## config.mk

```make
export PLATFORM = sky130hd
export DESIGN_NAME = pipe_stage_reg
export DESIGN_NICKNAME = d
export VERILOG_FILES = /design/src/rtl/pipe_stage_reg.sv
export SDC_FILE = /design/constraint.sdc
export NUM_CORES = 1
export LEC_CHECK = 0
export ABC_CLOCK_PERIOD_IN_PS = 2600
export CAP_MARGIN = 20
export CORE_ASPECT_RATIO = 1.1
export CORE_UTILIZATION = 55
export CTS_BUF_LIST = sky130_fd_sc_hd__clkbuf_4 sky130_fd_sc_hd__clkbuf_8
export CTS_CLUSTER_SIZE = 30
export DETAILED_ROUTE_END_ITERATION = 16
export GPL_ROUTABILITY_DRIVEN = 0
export PLACE_DENSITY = 0.88
export SLEW_MARGIN = 20
export SYNTH_ARGS = -nofsm -noshare
export SYNTH_HDL_FRONTEND = slang
export SYNTH_SLANG_ARGS = --single-unit
```

## constraint.sdc

```tcl
create_clock -name clk -period 2.6 [get_ports clk]
set_clock_uncertainty 0.15 [all_clocks]
set_input_delay 0.26 -clock clk [delete_from_list [all_inputs] [get_ports clk]]
set_output_delay 0.26 -clock clk [all_outputs]
set_load 0.05 [all_outputs]
```

## src/rtl/pipe_stage_reg.sv

```systemverilog
// -----------------------------------------------------------------------------
// pipe_stage_reg
//
// Parametrised pipeline stage register carrying a PC and an instruction word
// between two pipeline stages. Both sides use valid/ready handshaking, and a
// one-entry skid slot lets the stage keep accepting at full rate while the
// downstream side applies backpressure. The hazard unit can freeze or flush
// the stage through a 2-bit control. Used at every stage boundary.
//
// Optional feature macro: PIPE_STAGE_REG_PERF_EN
//   When defined, adds saturating stall/flush event counters (stall_cnt,
//   flush_cnt, CNT_W bits each). When undefined, those ports and counters
//   are absent and all other behaviour is unchanged.
// -----------------------------------------------------------------------------
module pipe_stage_reg #(
   parameter int unsigned      PC_W     = 16,
   parameter int unsigned      IR_W     = 19,
   parameter logic [IR_W-1:0]  NOP_IR   = '0,
   parameter logic [PC_W-1:0]  PC_FLUSH = '0,
   parameter int unsigned      CNT_W    = 16
) (
   input  logic             clk,
   input  logic             reset,
   input  logic [1:0]       ctrl,
   input  logic             in_valid,
   output logic             in_ready,
   input  logic [PC_W-1:0]  pc_in,
   input  logic [IR_W-1:0]  ir_in,
   output logic             out_valid,
   input  logic             out_ready,
   output logic [PC_W-1:0]  pc_out,
   output logic [IR_W-1:0]  ir_out,
   output logic [1:0]       occupancy
`ifdef PIPE_STAGE_REG_PERF_EN
   ,
   output logic [CNT_W-1:0] stall_cnt,
   output logic [CNT_W-1:0] flush_cnt
`endif
);

   logic            o_valid_q, o_valid_d;
   logic [PC_W-1:0] o_pc_q, o_pc_d;
   logic [IR_W-1:0] o_ir_q, o_ir_d;

   logic            s_valid_q, s_valid_d;
   logic [PC_W-1:0] s_pc_q, s_pc_d;
   logic [IR_W-1:0] s_ir_q, s_ir_d;

   logic flush;
   logic freeze;
   logic run;

   // Both encodings with bit 0 set mean flush, so bit 0 alone decides it.
   assign flush  = ctrl[0];
   assign freeze = (ctrl == 2'b10);
   assign run    = (ctrl == 2'b00);

   logic accept;
   logic consume;
   logic o_free;

   assign in_ready  = !reset && !s_valid_q && run;
   assign out_valid = o_valid_q && !freeze;

   assign accept  = in_valid && in_ready;
   // A flush discards O, so a transfer is only ever counted in normal mode.
   assign consume = out_valid && out_ready && run;
   assign o_free  = !o_valid_q || consume;

   assign pc_out    = o_pc_q;
   assign ir_out    = o_ir_q;
   assign occupancy = {1'b0, o_valid_q} + {1'b0, s_valid_q};

   always_comb begin
      o_valid_d = o_valid_q;
      o_pc_d    = o_pc_q;
      o_ir_d    = o_ir_q;
      s_valid_d = s_valid_q;
      s_pc_d    = s_pc_q;
      s_ir_d    = s_ir_q;

      if (flush) begin
         o_valid_d = 1'b0;
         o_pc_d    = PC_FLUSH;
         o_ir_d    = NOP_IR;
         s_valid_d = 1'b0;
      end else if (run) begin
         if (o_free) begin
            if (s_valid_q) begin
               // Drain the skid slot first to keep FIFO order.
               o_valid_d = 1'b1;
               o_pc_d    = s_pc_q;
               o_ir_d    = s_ir_q;
               s_valid_d = 1'b0;
            end else if (accept) begin
               o_valid_d = 1'b1;
               o_pc_d    = pc_in;
               o_ir_d    = ir_in;
            end else begin
               o_valid_d = 1'b0;
            end
         end else if (accept) begin
            s_valid_d = 1'b1;
            s_pc_d    = pc_in;
            s_ir_d    = ir_in;
         end
      end
   end

   always_ff @(posedge clk) begin
      if (reset) begin
         o_valid_q <= 1'b0;
         o_pc_q    <= PC_FLUSH;
         o_ir_q    <= NOP_IR;
         s_valid_q <= 1'b0;
         s_pc_q    <= PC_FLUSH;
         s_ir_q    <= NOP_IR;
      end else begin
         o_valid_q <= o_valid_d;
         o_pc_q    <= o_pc_d;
         o_ir_q    <= o_ir_d;
         s_valid_q <= s_valid_d;
         s_pc_q    <= s_pc_d;
         s_ir_q    <= s_ir_d;
      end
   end

`ifdef PIPE_STAGE_REG_PERF_EN
   logic [CNT_W-1:0] stall_cnt_q;
   logic [CNT_W-1:0] flush_cnt_q;

   always_ff @(posedge clk) begin
      if (reset) begin
         stall_cnt_q <= '0;
         flush_cnt_q <= '0;
      end else begin
         if (freeze && (stall_cnt_q != '1)) begin
            stall_cnt_q <= stall_cnt_q + CNT_W'(1);
         end
         if (flush && (flush_cnt_q != '1)) begin
            flush_cnt_q <= flush_cnt_q + CNT_W'(1);
         end
      end
   end

   assign stall_cnt = stall_cnt_q;
   assign flush_cnt = flush_cnt_q;
`endif

endmodule
```

==> run summary <==
final period utilization - 84.4%
vias per cell - 5.67
starting DRC count in detailed routing - 271
Clock Latency Late Sink - 0.34 ns
outcome - completed
RSZ-0062 raised after global routing - no
initial antenna violation count - 0
IO buf count - 79
Area Overhead vs Synth - 31.9%
MaxCap Viol Count - 0
io pins - 80
Worst slew margin - 55.8%
actual slew at the worst max-slew pin - 0.663 ns
Setup CP Type - flop to output port
Worst path depth - 2
dominant cell type by area after synthesis - dfxtp_1
number of global-route vias before repair - 2,799
setup bufs post-CTS - 0
DRC - 0
Via Count - 2,939
CP max stage cell - clkdlybuf4s50_1
All-Layer GR Usage - 27.1%
TritonCTS buffer count - 9
height of the die - 82.8 um
WHS Path Cells - 2
# H-tree levels - 3
crit path time final - 2.19 ns
Mapped Area - 3260 um^2
first-pass GRT wire length - 13,000 um
core box area - 5730 um^2
DP HPWL - 5110 um
Leak - 1.67 nW
Rows - 29
Setup-failing EPs final - 0
met2 wire length - 4060 um
initial core utilization - 56.9%
CP arrival - 1.78 ns
DRT Wirelength - 7970 um
worst reg2reg path depth - 5
final hold vios - 0
Die ar. - 6250 um^2
layout cell share with drive strength beyond 1 - 15.6%
#FFs+latches synth - 72
die width - 75.5 um
Netlist cell types - 27
diode count - 0
crit path capture type - output port
Worst Path Buf+Inv - 1
top cells by area in the synthesized netlist - dfxtp_1 (44%), mux2_2 (12%), mux2i_1 (11%)
CP endpoint - occupancy[0]
post-CTS sizing - 0
Final Cell Area - 4300 um^2
Crit path max-delay family - buffers and inverters
Worst-path clk slew - 0.07 ns
fin nets - 478
GR Overflow Total - 0
clock sink count - 72
FMAX - 456 MHz
DRT antenna net count - 0
Synth warnings - 0
most numerous cell in the Yosys netlist - dfxtp_1
register area share after synthesis - 44.2%
largest net degree at the start of global routing - 71
DRT Pass-1 Iters - 4
met3 WL - 427 um
Max stage delay on crit path - 0.79 ns
M1 wire length - 3330 um
WL per Instance - 15.4 um
Slew Viols, Final - 0
CTS root buf - clkbuf_8
CP cell instances - ha_1, clkdlybuf4s50_1
Filler cells - 456
Longest Clk Path Bufs - 2
main flop type after synthesis - dfxtp_1
# hold bufs at CTS - 0
peak supply drop - 0.000339 V
Worst setup SP type - flop
Commonest cells post-synth - dfxtp_1 (72), nand2_1 (70), a21oi_1 (37)
CTS tree - built
crit path launch - o_valid_q
Synth Instances - 368
number of synthesized flops with an enable pin - 0
Syn Area/Cell - 8.87 um^2
peak fanout along the critical path - 6
slack of the worst reg-to-reg path - 0.70 ns
Setup TNS Final - 0 ns
RR Startpoint - s_valid_q
reg2reg end - s_ir_q[14]
placed inst area - 4080 um^2
uppermost layer routed - met4
syn_nets - 410
pwr/cell area - 533 nW/um^2
Hold Path Class - flop to flop
Req. time, crit path - 2.19 ns
Post-synth ARST share - 0%
Yosys top cell area share - 44.2%
[cells by family after synthesis]
family	after synthesis	synth area share [%]
buf+inv	35	5.52
mux	70	22.8
flops	72	44.2
compound gates	77	12.2
fa+ha+maj	1	0.383
simple gates	113	14.9
[worst reg2reg max path: cells and delay by family, from the launching register on]
family	cells	cell delay [ns]
and+or+nand+nor	2	0.71
buffers and inverters	2	0.46
DFF	1	0.34
AOI/OAI and AO/OA	1	0.17
[flip-flops by register name, summed over array words and instances, names as in the netlist]
signal and cells:
s_valid_q 1, s_ir_q 19, ir_out 19, o_valid_q 1
s_pc_q 16, pc_out 16
[stage by stage]
step                instances  hold WS [ns]  power [mW]  util (%)  setup slack (ns)
finish                    518         0.307        2.29      75.1             0.407
global route              518         0.331        2.36      75.1             0.344
CTS                       518         0.312        2.30      75.1             0.394
detailed placement        502         0.301        1.37      71.2             0.305
global placement          502         0.294        1.36      71.2             0.396
floorplan                 368         0.258        1.26         -             0.954
[cell type report]
type	instances	area, um^2	share of cell area (%)
sequential	72	1440	33.5
inverter	2	12.5	0.291
clock buffer	14	186	4.33
clock inverter	2	35.0	0.814
timing repair buffer	90	881	20.5
multi-input combinational	261	1650	38.3
tap	77	96.3	2.24
[power breakdown]
part | switching (mW) | internal [mW]
logic | 0.119 | 0.113
clock network | 0.393 | 0.558
registers | 0.00366 | 1.11
total | 0.515 | 1.78
[worst min path at each step]
| stage | startpoint | to |
|---|---|---|
| detailed placement | ir_out[5] | ir_out[5] |
| finish | ir_out[5] | ir_out[5] |
| floorplan | ir_in[0] | s_ir_q[0] |
| CTS | ir_out[5] | ir_out[5] |
| global route | pc_out[10] | pc_out[10] |
| global placement | ir_out[14] | ir_out[14] |
[metal layers]
layer  up-vias  global-route usage [%]
met3        17                    5.58
met5         -                       0
met2        95                    46.3
met1      1415                    33.3
met4         0                    8.59
li1       1412                       -
[layout by cell type, fill, tap and decap left out]
cell type        count
or4_1                1
nor2b_1              1
clkdlybuf4s50_1     77
a211oi_1             1
o21ai_1             17
a21oi_1             37
nor2_4               1
mux2i_1             35
nand2_1             70
o211ai_1             1
nand3_1             35
and3b_1              1
buf_12               1
dfxtp_2              1
clkbuf_8            13
nor2_1               1
ha_1                 1
clkbuf_4             1
nand2b_1             1
or2_2                1
clkinv_4             1
dfxtp_1             71
bufinv_16            1
inv_1                1
clkinv_2             1
mux2_2              35
a21bo_2              1
buf_4               12
o21a_1               1
nand3b_1             1
o21ai_0             19
Power figures use the tool's default switching activity.
